<file path="src/rtl/fibonacci_stream.sv">
// Streams the Fibonacci sequence from two seeds over a valid/ready interface.
// Each accepted start emits up to `length` terms. Overflow is either wrapped
// (OVF_MODE=0) or ends the stream on the last representable term
// (OVF_MODE=1).
module fibonacci_stream #(
    parameter int DATA_WIDTH  = 8,
    parameter int COUNT_WIDTH = 8,
    parameter int OVF_MODE    = 0
) (
    input  logic                   clk,
    input  logic                   resetn,
    input  logic                   start,
    input  logic [DATA_WIDTH-1:0]  seed_a,
    input  logic [DATA_WIDTH-1:0]  seed_b,
    input  logic [COUNT_WIDTH-1:0] length,
    input  logic                   out_ready,
    output logic                   out_valid,
    output logic [DATA_WIDTH-1:0]  out_data,
    output logic                   out_last,
    output logic                   busy,
    output logic                   overflow
);

    typedef enum logic {IDLE, RUN} state_t;

    state_t                 state, state_nxt;
    logic [DATA_WIDTH-1:0]  a, b;
    logic                   a_ovf, b_ovf;
    logic [COUNT_WIDTH-1:0] cnt, len;
    logic                   load, advance, set_ovf, handshake;
    logic [DATA_WIDTH:0]    sum;

    // Full-width add: the extra MSB is the carry out of the term width.
    function automatic logic [DATA_WIDTH:0] add_carry(input logic [DATA_WIDTH-1:0] x,
                                                      input logic [DATA_WIDTH-1:0] y);
        return {1'b0, x} + {1'b0, y};
    endfunction

    assign sum       = add_carry(a, b);
    assign out_valid = (state == RUN);
    assign busy      = (state == RUN);
    assign out_data  = a;
    assign handshake = out_valid && out_ready;

    // Last-term detection; in stop mode a pending carry in b also ends the stream.
    always_comb begin
        out_last = 1'b0;
        if (state == RUN) begin
            out_last = (cnt == (len - 1'b1));
            if (OVF_MODE != 0)
                out_last = out_last || b_ovf;
        end
    end

    // Next-state and control strobes for the IDLE/RUN controller.
    always_comb begin
        state_nxt = state;
        load      = 1'b0;
        advance   = 1'b0;
        set_ovf   = 1'b0;
        case (state)
            IDLE: begin
                if (start && (length != '0)) begin
                    load      = 1'b1;
                    state_nxt = RUN;
                end
            end
            RUN: begin
                if (handshake) begin
                    if (out_last)
                        state_nxt = IDLE;
                    else
                        advance = 1'b1;
                end
                if (OVF_MODE != 0)
                    set_ovf = handshake && out_last && b_ovf;
                else
                    set_ovf = handshake && a_ovf;
            end
            default: state_nxt = IDLE;
        endcase
    end

    // State and term registers; reset wins over start and any handshake.
    always_ff @(posedge clk) begin
        if (resetn) begin
            state    <= IDLE;
            a        <= '0;
            b        <= '0;
            a_ovf    <= 1'b0;
            b_ovf    <= 1'b0;
            cnt      <= '0;
            len      <= '0;
            overflow <= 1'b0;
        end else begin
            state <= state_nxt;
            if (load) begin
                a        <= seed_a;
                b        <= seed_b;
                a_ovf    <= 1'b0;
                b_ovf    <= 1'b0;
                cnt      <= '0;
                len      <= length;
                overflow <= 1'b0;
            end else begin
                if (advance) begin
                    a     <= b;
                    a_ovf <= b_ovf;
                    b     <= sum[DATA_WIDTH-1:0];
                    b_ovf <= sum[DATA_WIDTH];
                    cnt   <= cnt + 1'b1;
                end
                if (set_ovf)
                    overflow <= 1'b1;
            end
        end
    end

endmodule
</file>
<file path="config.mk">
export PLATFORM = sky130hd
export DESIGN_NAME = fibonacci_stream
export DESIGN_NICKNAME = d
export VERILOG_FILES = /design/src/rtl/fibonacci_stream.sv
export SDC_FILE = /design/constraint.sdc
export NUM_CORES = 1
export LEC_CHECK = 0
export CORE_AREA = 2 2 72 74
export DETAILED_ROUTE_END_ITERATION = 10
export DIE_AREA = 0 0 74 76
export PLACE_DENSITY = 0.69
export SKIP_LAST_GASP = 1
export SYNTH_ARGS = -nofsm -noshare
export SYNTH_HDL_FRONTEND = slang
export SYNTH_SLANG_ARGS = --single-unit
export TNS_END_PERCENT = 5
</file>
<file path="constraint.sdc">
create_clock -name clk -period 2.7 [get_ports clk]
set_clock_uncertainty 0.2 [all_clocks]
set_input_delay 0.405 -clock clk [delete_from_list [all_inputs] [get_ports clk]]
set_output_delay 0.405 -clock clk [all_outputs]
set_load 0.02 [all_outputs]
</file>
Yosys cells after proc, flatten, opt, wreduce, memory -nomap -nowiden
Index checks and enable logic that the tools add are counted.
{ "op_classes": {"n_addsub": 3, "eq_ne": 1, "mux": 13, "bitwise": 1, "n_reduce_logical": 6} }
{ "ops": {"columns": ["operator", "count"], "rows": [
  ["$mux 8", 4],
  ["$add 8x8->9", 1],
  ["$add 8x1->8 const B", 1],
  ["$eq 8x8->1", 1],
  ["$mux 1", 8],
  ["$reduce_bool 8->1", 1],
  ["$sub 8x1->8 const B", 1],
  ["$logic_and 1x1->1", 3],
  ["$pmux 1 s2", 1],
  ["$reduce_bool 2->1", 1],
  ["$reduce_or 2->1", 1],
  ["$not 1->1", 1]
]} }
{ "totals": {"ff_bits": 36, "in_bits": 28, "output_inout_bits": 12, "word_cells": 32} }

Logic depth before layout (Yosys ltp)
{ "logic_depth": {"ltp_word": 8, "depth_mapped": 10, "depth_no_buf": 9} }

Worst setup path after synthesis
Ideal clock, no wire load.
{ "synth_path": {"path_kind": "register -> register", "from": "reg len[0]", "to": "reg b[4]", "setup_time_ps": 88, "t_arrival_ps": 2096, "required_time_ps": 2412, "setup_slack_ps": 316, "path_stages_with_launch": 11, "n_path_buf": 2, "period_less_slack_ps": 2384, "path_cell_list": "dfxtp_1 > inv_1 > ha_1 > clkbuf_2 > o21ba_1 > a221oi_2 > a41oi_2 > o31ai_4 > buf_6 > nor2_1 > nor4_2"} }
{ "synth_via": {"elab_chain_cells": 7} }
{ "synth_lines": {"columns": ["item", "line_no", "text"], "rows": [
  ["from (decl)", "29", "logic [COUNT_WIDTH-1:0] cnt, len;"],
  ["from (signal assigned)", "103", "len <= length;"],
  ["$sub 8x1->8", "49", "out_last = (cnt == (len - 1'b1));"],
  ["$eq 8x8->1", "49", null],
  ["$mux 1", "48", "if (state == RUN) begin"],
  ["$mux 1", "70", "if (out_last)"],
  ["$mux 1", "69", "if (handshake) begin"],
  ["$mux 1", "61", "case (state)"],
  ["$reduce_bool 2->1 (no source line)", null, null],
  ["to (signal assigned)", "109", "b <= sum[DATA_WIDTH-1:0];"],
  ["to (decl)", "27", "logic [DATA_WIDTH-1:0] a, b;"]
]} }
No other way between the ends.
A chain may end at the register's enable or synchronous reset.

Final worst setup path
{ "layout_path": {"from": "reg len[0]", "to": "out out_last"} }
{ "layout_via": {"elab_chain_cells": 3} }
{ "layout_lines": {"columns": ["item", "line_no", "text"], "rows": [
  ["$sub 8x1->8", "49", null],
  ["$eq 8x8->1", "49", null],
  ["$mux 1", "48", null],
  ["to (decl)", "19", "output logic out_last,"]
]} }
No other way between the ends.

==> flow_metrics.py <==
metrics = {
    "finish": {
        "fill_cells": 462,
        "final_net_count": 338,
        "final_core_util_pct": 56.2,
        "n_antenna_cell": 0,
        "finalNonFillerCells": 370,
        "drive_gt1_share_pct": 10.0,
        "area.growth.synth_to_final_pct": 30.8,
        "final_design_area_no_fill_um2": 2760,
    },
    "floorplanning": {
        "fp.dieW_um": 74,
        "placeableCoreArea_um2": 4910,
        "num_rows": 26,
        "die_h_um": 76,
        "ioPinCount": 40,
        "die_area_um2": 5620,
        "start_util_pct": 43.0,
    },
    "synth": {
        "synthSimpleGateAreaFrac_pct": 21.9,
        "synth_adder_area_share_pct": 6.88,
        "synth_top_flop_cell": "sky130_fd_sc_hd__dfxtp_1",
        "net_count_synth": 296,
        "synth_compound_area_share_pct": 26.4,
        "synth_top_family_by_area": "compound AO/OA/AOI/OAI gates",
        "postSynth.asyncResetShare_pct": 0,
        "synth.yosys.warnings": 0,
        "synth_xor_xnor_area_share_pct": 4.98,
        "synth_mux_area_share_pct": 0.948,
        "synth.distinct_cells": 50,
        "synth_edf_count": 0,
        "syn_avg_cell_area_um2": 8.21,
        "seq_area_frac_synth_pct": 34.1,
        "yosys_register_bits": 36,
        "synthesis.area_um2": 2110,
        "syn-instance-count": 257,
    },
    "critical_path": {
        "cp.required_ps": 2100,
        "worst-setup-path-type": "reg -> out",
        "critPathArrivalTime_ps": 1930,
        "worst_setup_path_end_kind": "output port",
        "critPathLaunchType": "flip-flop",
        "critical_path.max_fanout": 5,
    },
    "sta": {
        "slew_viol_final": 0,
        "tightestPinTransition_ps": 493,
        "peak_freq_mhz": 395,
        "final_min_period_over_clock_period_pct": 93.8,
        "finalHoldViolCount": 0,
        "min_period_ps": 2530,
        "grt_setup_unrepaired": "no",
        "fin_tns_setup_ps": 0,
        "setup_viol": 0,
        "max-slew-margin-rel_pct": 66.8,
    },
    "cts": {
        "clock_sinks": 36,
        "clk-insertion-delay-late_ps": 290,
        "numCtsBuffers": 5,
        "ctsRootBufferMaster": "sky130_fd_sc_hd__clkbuf_8",
        "htree_num_levels": 2,
        "clk_path_buf_depth": 2,
        "holdBufCountCts": 0,
        "clkTransAtPathRegs_ps": 70,
        "tritoncts": "done",
    },
    "pwr": {
        "vdd.ir_drop.worst_mv": 0.354,
        "total_power_mw": 1.44,
        "power_density_nw_per_um2": 523,
        "cellLeakagePower_nw": 1.07,
    },
    "route": {
        "drt.antenna.violating_nets": 0,
        "met1Wirelength_um": 2320,
        "post-route-drc-count": 0,
        "viasPerCell": 5.47,
        "wire_length_after_detailed_routing_um": 5120,
        "via_count": 2024,
        "1st_iter_drt_viols": 69,
        "detailroute.wirelength.met2_um": 2510,
        "top_layer_used": "met4",
        "detail_route.wl_per_cell_um": 13.8,
        "dr_wl_met3_um": 221,
        "drtPass1Iterations": 4,
    },
    "global_routing": {
        "global_route.usage.total_pct": 19.8,
        "pin_count_of_the_biggest_net_entering_global_routing": 29,
        "grt-ovfl-total": 0,
        "grt_antenna_before_repair": 0,
        "via_count_of_the_first_global_routing_pass": 1869,
        "grt_first_pass_wirelength_um": 8780,
    },
    "outcome": {
        "outcome": "completed",
    },
    "placed_design": {
        "dpl.hpwl_um": 3820,
        "routabilityCongestion": 0.780,
        "place_inst": 362,
        "portBuffers": 39,
        "post_dp_cell_area_um2": 2640,
    },
    "job": {
        "max_cap_violations": 0,
    },
    "worst_hold_path": {
        "worstHoldPathType": "reg -> reg",
    },
}
-- path summary, 6_finish.rpt --
kind | start | endpoint | slack, ps | depth (start not counted)
worst max register to register | len[0] | b[7] | 230 | 10
worst min register to register | b_ovf | a_ovf | 270 | 2
worst max-delay path | len[0] | out_last | 170 | 7
worst min-delay path | b_ovf | a_ovf | 270 | 2
-- logic make-up after synthesis --
logic type,Yosys count
buffers and inverters,21
flip-flops,36
XOR/XNOR,12
multiplexers,2
adder cells (fa/ha/maj),11
AND/OR/NAND/NOR,95
AO/OA/AOI/OAI,80
-- cell usage in the layout, fill, tap and decap left out, types with 8 or more instances in the layout --
master,n
sky130_fd_sc_hd__a22oi_1,9
sky130_fd_sc_hd__o21ai_0,8
sky130_fd_sc_hd__a21oi_1,30
sky130_fd_sc_hd__ha_1,10
sky130_fd_sc_hd__nand3_1,12
sky130_fd_sc_hd__nor2_1,22
sky130_fd_sc_hd__dfxtp_1,36
sky130_fd_sc_hd__nand2_1,28
sky130_fd_sc_hd__buf_4,9
sky130_fd_sc_hd__nor3_1,8
sky130_fd_sc_hd__clkdlybuf4s50_1,38
-- final cells by class --
cell class              instances  area [µm²]  share of cell area (%)
well taps                      70        87.6                    3.17
repair buffers                 51         513                    18.6
flip-flops and latches         36         721                    26.1
clock inverters                 1        30.0                    1.09
clock buffers                   7        96.3                    3.49
multi-input cells             200        1290                    46.9
inverters                       5        18.8                   0.680
-- worst max-delay path, cell delays in order (launching register included) --
cell and delay (ps):
sky130_fd_sc_hd__dfxtp_1 330, sky130_fd_sc_hd__inv_1 40, sky130_fd_sc_hd__ha_1 260, sky130_fd_sc_hd__o21ba_1 200
sky130_fd_sc_hd__a221oi_2 310, sky130_fd_sc_hd__a41o_1 150, sky130_fd_sc_hd__and4_1 180, sky130_fd_sc_hd__clkbuf_2 160
-- where the power goes --
group	internal [mW]	switching, mW	total [mW]	leakage, nW
Sequential	0.561	0.0299	0.591	0.295
Clock	0.326	0.197	0.523	0.0645
Combinational	0.166	0.165	0.331	0.713
-- synth_stat cells (all sizes together), types with 2 or more instances --
master / count / area (µm²)
nor3: 8 / 40.0
a22oi: 9 / 67.6
o21a: 5 / 37.5
buf: 7 / 45.0
nand2b: 2 / 12.5
mux2i: 2 / 20.0
and2: 2 / 12.5
xnor2: 7 / 61.3
nand2: 28 / 105
and4: 2 / 17.5
a21o: 4 / 30.0
o21ai: 8 / 40.0
clkbuf: 9 / 35.0
inv: 5 / 18.8
a31oi: 2 / 12.5
ha: 10 / 125
nor4: 5 / 43.8
nand3: 12 / 60.1
o31a: 3 / 26.3
and3: 2 / 12.5
nor2: 22 / 82.6
nand4: 3 / 18.8
dfxtp: 36 / 721
a211oi: 3 / 22.5
a21oi: 31 / 155
xor2: 5 / 43.8
or3: 7 / 43.8
-- per-layer routing --
metal  global-route usage (%)  vias up
met1                     26.6      950
met4                     6.00        0
met2                     31.7       45
met3                     3.97        6
li1                         -     1023
met5                        0        -
-- stage by stage --
stage	setup slack, ps	hold slack [ps]
after floorplan	316	232
after global placement	92.6	240
after detailed placement	51.5	259
after CTS	1.48	264
after global routing	25.3	312
final	168	267
-- sequential cells by signal (all words and copies together), names as in the netlist --
name	count
overflow	1
cnt	8
b	8
out_data	8
len	8
b_ovf	1
busy	1
a_ovf	1
-- what timing repair did --
| action | CTS | global route |
|---|---|---|
| setup endpoints to repair | 1 | 1 |
| pin swaps | 0 | 0 |
| resized for setup | 1 | 2 |
| setup buffers | 0 | 0 |
No activity file was read; power rests on OpenSTA's default activity.
